$ cat src/rtl/if_id_buf_pkg.sv
// Shared constants for the IF/ID fetch buffer: default data width, the
// instruction presented to decode when the buffer is empty, and the reset PC.
package if_id_buf_pkg;

    localparam int          XLEN_DEF = 32;
    localparam logic [31:0] NOP_INST = 32'h0000_0013;  // addi x0, x0, 0
    localparam logic [31:0] RESET_PC = 32'h0000_0000;

endpackage

$ cat src/rtl/if_id_perf.sv
// Performance counters for the IF/ID buffer: fetch stalls, redirect flushes
// and decode bubbles. Free-running 32-bit counters that wrap; only rst clears them.
module if_id_perf (
    input  logic        clk,
    input  logic        rst,
    input  logic        if_valid,
    input  logic        if_ready,
    input  logic        flush,
    input  logic        id_valid,
    input  logic        id_ready,
    output logic [31:0] stall_cnt,
    output logic [31:0] flush_cnt,
    output logic [31:0] bubble_cnt
);

    logic [31:0] stall_q, flush_q, bubble_q;

    always_ff @(posedge clk) begin
        if (rst) begin
            stall_q  <= '0;
            flush_q  <= '0;
            bubble_q <= '0;
        end else begin
            if (if_valid && !if_ready) stall_q  <= stall_q + 32'd1;
            if (flush)                 flush_q  <= flush_q + 32'd1;
            if (!id_valid && id_ready) bubble_q <= bubble_q + 32'd1;
        end
    end

    assign stall_cnt  = stall_q;
    assign flush_cnt  = flush_q;
    assign bubble_cnt = bubble_q;

endmodule

$ cat src/rtl/if_id_buf.sv
// IF/ID decoupling FIFO: buffers fetched {pc, pc4, inst} in order for decode,
// backpressures fetch when full and drops everything on an EX redirect.
// Define IFID_PERF_CNT_EN to add the stall/flush/bubble counter outputs.
module if_id_buf
    import if_id_buf_pkg::*;
#(
    parameter int DEPTH = 2,
    parameter int XLEN  = XLEN_DEF
) (
    input  logic            clk,
    input  logic            rst,
    input  logic            if_valid,
    input  logic [XLEN-1:0] if_pc,
    input  logic [XLEN-1:0] if_pc4,
    input  logic [XLEN-1:0] if_inst,
    output logic            if_ready,
    input  logic            flush,
    output logic            id_valid,
    output logic [XLEN-1:0] id_pc,
    output logic [XLEN-1:0] id_pc4,
    output logic [XLEN-1:0] id_inst,
    input  logic            id_ready
`ifdef IFID_PERF_CNT_EN
    ,
    output logic [31:0]     stall_cnt,
    output logic [31:0]     flush_cnt,
    output logic [31:0]     bubble_cnt
`endif
);

    localparam int             PW       = $clog2(DEPTH);
    localparam logic [PW:0]    FULL_CNT = (PW + 1)'(DEPTH);
    localparam logic [PW:0]    CNT_ONE  = (PW + 1)'(1);
    localparam logic [PW-1:0]  PTR_ONE  = PW'(1);

    logic [XLEN-1:0] pc_q   [DEPTH];
    logic [XLEN-1:0] pc4_q  [DEPTH];
    logic [XLEN-1:0] inst_q [DEPTH];

    logic [PW-1:0] rd_ptr_q, rd_ptr_d;
    logic [PW-1:0] wr_ptr_q, wr_ptr_d;
    logic [PW:0]   count_q, count_d;
    logic          push, pop;

    // Status comes from registered count only, so id_ready never reaches if_ready.
    assign if_ready = (count_q != FULL_CNT);
    assign id_valid = (count_q != '0);

    assign push = if_valid && if_ready && !flush;
    assign pop  = id_valid && id_ready && !flush;

    always_comb begin
        rd_ptr_d = rd_ptr_q;
        wr_ptr_d = wr_ptr_q;
        count_d  = count_q;
        if (flush) begin
            rd_ptr_d = '0;
            wr_ptr_d = '0;
            count_d  = '0;
        end else begin
            if (push) wr_ptr_d = wr_ptr_q + PTR_ONE;
            if (pop)  rd_ptr_d = rd_ptr_q + PTR_ONE;
            if (push && !pop)      count_d = count_q + CNT_ONE;
            else if (pop && !push) count_d = count_q - CNT_ONE;
        end
    end

    always_ff @(posedge clk) begin
        if (rst) begin
            rd_ptr_q <= '0;
            wr_ptr_q <= '0;
            count_q  <= '0;
        end else begin
            rd_ptr_q <= rd_ptr_d;
            wr_ptr_q <= wr_ptr_d;
            count_q  <= count_d;
        end
    end

    // Payload storage needs no reset; id_valid masks stale entries.
    always_ff @(posedge clk) begin
        if (push) begin
            pc_q[wr_ptr_q]   <= if_pc;
            pc4_q[wr_ptr_q]  <= if_pc4;
            inst_q[wr_ptr_q] <= if_inst;
        end
    end

    assign id_pc   = id_valid ? pc_q[rd_ptr_q]   : XLEN'(RESET_PC);
    assign id_pc4  = id_valid ? pc4_q[rd_ptr_q]  : XLEN'(RESET_PC);
    assign id_inst = id_valid ? inst_q[rd_ptr_q] : XLEN'(NOP_INST);

`ifdef IFID_PERF_CNT_EN
    if_id_perf u_perf (
        .clk        (clk),
        .rst        (rst),
        .if_valid   (if_valid),
        .if_ready   (if_ready),
        .flush      (flush),
        .id_valid   (id_valid),
        .id_ready   (id_ready),
        .stall_cnt  (stall_cnt),
        .flush_cnt  (flush_cnt),
        .bubble_cnt (bubble_cnt)
    );
`endif

endmodule
$ cat config.mk
export PLATFORM = sky130hd
export DESIGN_NAME = if_id_buf
export DESIGN_NICKNAME = d
export VERILOG_FILES = /design/src/rtl/if_id_buf_pkg.sv /design/src/rtl/if_id_perf.sv /design/src/rtl/if_id_buf.sv
export SDC_FILE = /design/constraint.sdc
export NUM_CORES = 1
export LEC_CHECK = 0
export BUFFER_PORTS_ARGS = -buffer_cell sky130_fd_sc_hd__buf_2
export CAP_MARGIN = 10
export CORE_ASPECT_RATIO = 1.75
export CORE_MARGIN = 5
export CORE_UTILIZATION = 56
export DETAILED_ROUTE_END_ITERATION = 7
export GPL_ROUTABILITY_DRIVEN = 0
export GPL_TIMING_DRIVEN = 0
export HOLD_SLACK_MARGIN = 0.06
export PLACE_DENSITY = 0.94
export SYNTH_ARGS = -nofsm -noshare
export SYNTH_HDL_FRONTEND = slang
export SYNTH_SLANG_ARGS = --single-unit
$ cat constraint.sdc
create_clock -name clk -period 26.7 [get_ports clk]
set_clock_uncertainty 0.1 [all_clocks]
set_input_delay 1.335 -clock clk [delete_from_list [all_inputs] [get_ports clk]]
set_output_delay 1.335 -clock clk [all_outputs]
set_load 0.01 [all_outputs]
==> impl_metrics.json <==
{
  "syn_inst": 435,
  "synth_top_area_share_pct": 77.2,
  "hpwl_mm": 11.8,
  "holdCritPathClass": "reg -> reg",
  "stdcell_count": 855,
  "p_leak_nw": 3.57,
  "crit_path_start_kind": "register",
  "crit_fanout": 10,
  "layout-drive-gt1-share_pct": 39.5,
  "ys_ff_latch": 197,
  "multiInputGateArea_um2": 1460,
  "grt_pass1_wl_mm": 24.1,
  "cts_tree": "done",
  "diodes": 0,
  "ctsResizeCount": 0,
  "portBuffers": 198,
  "clock_path_buffers": 2,
  "ys_types": 20,
  "syn_area_um2": 7470,
  "relSlewSlack_pct": 47.1,
  "cp.required_ns": 25.26,
  "pre_cts_slack_ns": 23.31,
  "fp.dieH_um": 163,
  "first_pass_iters": 5,
  "seq_area_frac_synth_pct": 78.5,
  "dpl-instance-area_um2": 8870,
  "power_density_nw_per_um2": 67.4,
  "rsz0062_at_grt": "false",
  "dp_cells": 823,
  "hold_buffers": 0,
  "viasPerCell": 5.14,
  "die_x_um": 97.3,
  "overflow": 0,
  "ys_warn_count": 0,
  "cp_common_cell": "buf_2",
  "core_area_um2": 13200,
  "crit_type": "reg -> out",
  "post-cts-setup-buffer-count": 0,
  "grt_pass1_vias": 4802,
  "wl_per_cell_um": 18.1,
  "r2r_setup_slack_ns": 24.13,
  "synth_area_per_cell_um2": 17.2,
  "yosysTopAreaCell": "edfxtp_1",
  "hold_violations": 0,
  "yosys-top-cells-area": "edfxtp_1, mux2i_1, nor2_1",
  "arrival_ns": 1.80,
  "clk_pin_slew_ns": 0.07,
  "fmax_ghz": 0.309,
  "cts.sinks": 197,
  "p_total_mw": 0.637,
  "final_nets": 770,
  "regArea_um2": 5870,
  "setup_viol": 0,
  "worstMarginPinSlew_ns": 0.788,
  "dr_total_vias": 4395,
  "drv_slew": 0,
  "num_rows": 56,
  "grt_usage_pct": 19.8,
  "ioPinCount": 199,
  "die_area_um2": 15800,
  "clk-insertion-delay-late_ns": 0.41,
  "start_util_pct": 56.4,
  "grt_max_degree": 20,
  "fin_setup_tns_ns": 0,
  "routed_wl_mm": 15.5,
  "syn_nets": 537,
  "antenna_found_initial": 0,
  "ctsHtreeMaxLevel": 4,
  "path_cells": "nor2_2 > buf_2 > buf_2 > nor2_1 > buf_2",
  "layout_setup_ws_ns": 23.47,
  "critical_path.slowest_cell": "dfxtp_1",
  "worstSetupEndpointType": "primary output",
  "root_buffer": "clkbuf_16",
  "fin_crit_ns": 3.23,
  "initialDrtViolationCount": 273,
  "cp_slowest_stage_delay_ns": 0.36,
  "cap_violations": 0,
  "fin_area_um2": 9440,
  "ir_worst_vdd_v": 0.0000467,
  "period_share_pct": 12.1,
  "outcome": "completed",
  "numCtsBuffers": 17,
  "syn2layout_area_growth_pct": 26.4,
  "fillerInstances": 860,
  "route.detailed.drc": 0,
  "ant_nets": 0
}
[cells in the final DEF, fill, tap and decap left out, types with 3 or more instances in the layout]
cell	n
nand2_1	4
edfxtp_1	192
nor2_1	97
clkbuf_1	3
buf_2	208
clkinv_2	3
o21ai_0	3
buf_4	4
buf_6	19
clkbuf_16	17
dfxtp_1	5
inv_1	3
clkinv_8	3
mux2i_1	96
xor2_1	3
inv_6	5
[area by class of cell]
| class | count | share of cell area, % |
|---|---|---|
| plain buffers | 21 | 1.48 |
| clock buffers | 17 | 4.51 |
| clock inverters | 15 | 1.55 |
| inverters | 3 | 0.119 |
| multi-input cells | 214 | 15.5 |
| flip-flops and latches | 197 | 62.1 |
| well taps | 174 | 2.31 |
| repair buffers | 214 | 12.4 |
[cell families (layout without fill, tap and decap cells)]
kind of cell             count (synthesis)  count (layout)  share of synthesized area (%)
flip-flops                             197             197                           78.5
AND/OR/NAND/NOR                        109             109                           5.74
multiplexers                            96              96                           12.9
buffers and inverters                   24             270                           2.03
AO/OA/AOI/OAI                            5               5                          0.335
XOR/XNOR                                 3               3                          0.352
adder cells (fa/ha/maj)                  1               1                          0.167
[state kept, by name, indices dropped and copies added (netlist names), named ones only]
signal    cells
count_q       2
rd_ptr_q      1
wr_ptr_q      1
pc4_q        64
pc_q         64
inst_q       64
[final timing paths]
path	from	end	cells past startpoint
max	count_q[1]$_SDFFE_PP0P_	id_pc[13]	5
min	rd_ptr_q$_SDFFE_PP0P_	rd_ptr_q$_SDFFE_PP0P_	2
max reg2reg	count_q[0]$_SDFFE_PP0P_	pc4_q[0][7]$_DFFE_PP_	8
min reg2reg	rd_ptr_q$_SDFFE_PP0P_	rd_ptr_q$_SDFFE_PP0P_	2
[cell usage after synthesis]
cell type	count
buf_6	5
nor2_1	97
nor3b_1	1
edfxtp_1	192
ha_1	1
or3_1	2
nor2b_1	1
mux2i_1	96
dfxtp_1	5
nor3_1	1
nand2_1	4
inv_1	3
a21oi_1	2
buf_4	3
xor2_1	3
nor2_2	1
o21ai_0	3
clkbuf_1	3
or2_2	2
buf_2	10
[report_power, final]
part           internal (mW)  switching [mW]
combinational         0.0191          0.0273
clock                  0.124           0.114
sequential             0.350         0.00256
total                  0.493           0.144
[stage by stage]
stage | hold WS [ns] | utilization, %
after floorplan | 0.366 | -
after global placement | 0.373 | 65.5
after detailed placement | 0.423 | 67.0
after CTS | 0.442 | 71.3
after global routing | 0.483 | 71.3
final | 0.436 | 71.3
[per-layer routing]
layer	up-vias	track usage, %	share of wire, %
met5	-	0	0
li1	2079	-	-
met4	0	10.9	4.0
met3	41	4.03	5.1
met1	2103	19.9	33
met2	172	37.6	58
[worst max-delay path: cells and delay by family, from the launching register on]
family	cells	cell delay, ns
flip-flops	1	0.36
buffers and inverters	3	0.75
AND/OR/NAND/NOR	2	0.28
Note: power is estimated with default switching activity, not from simulation.
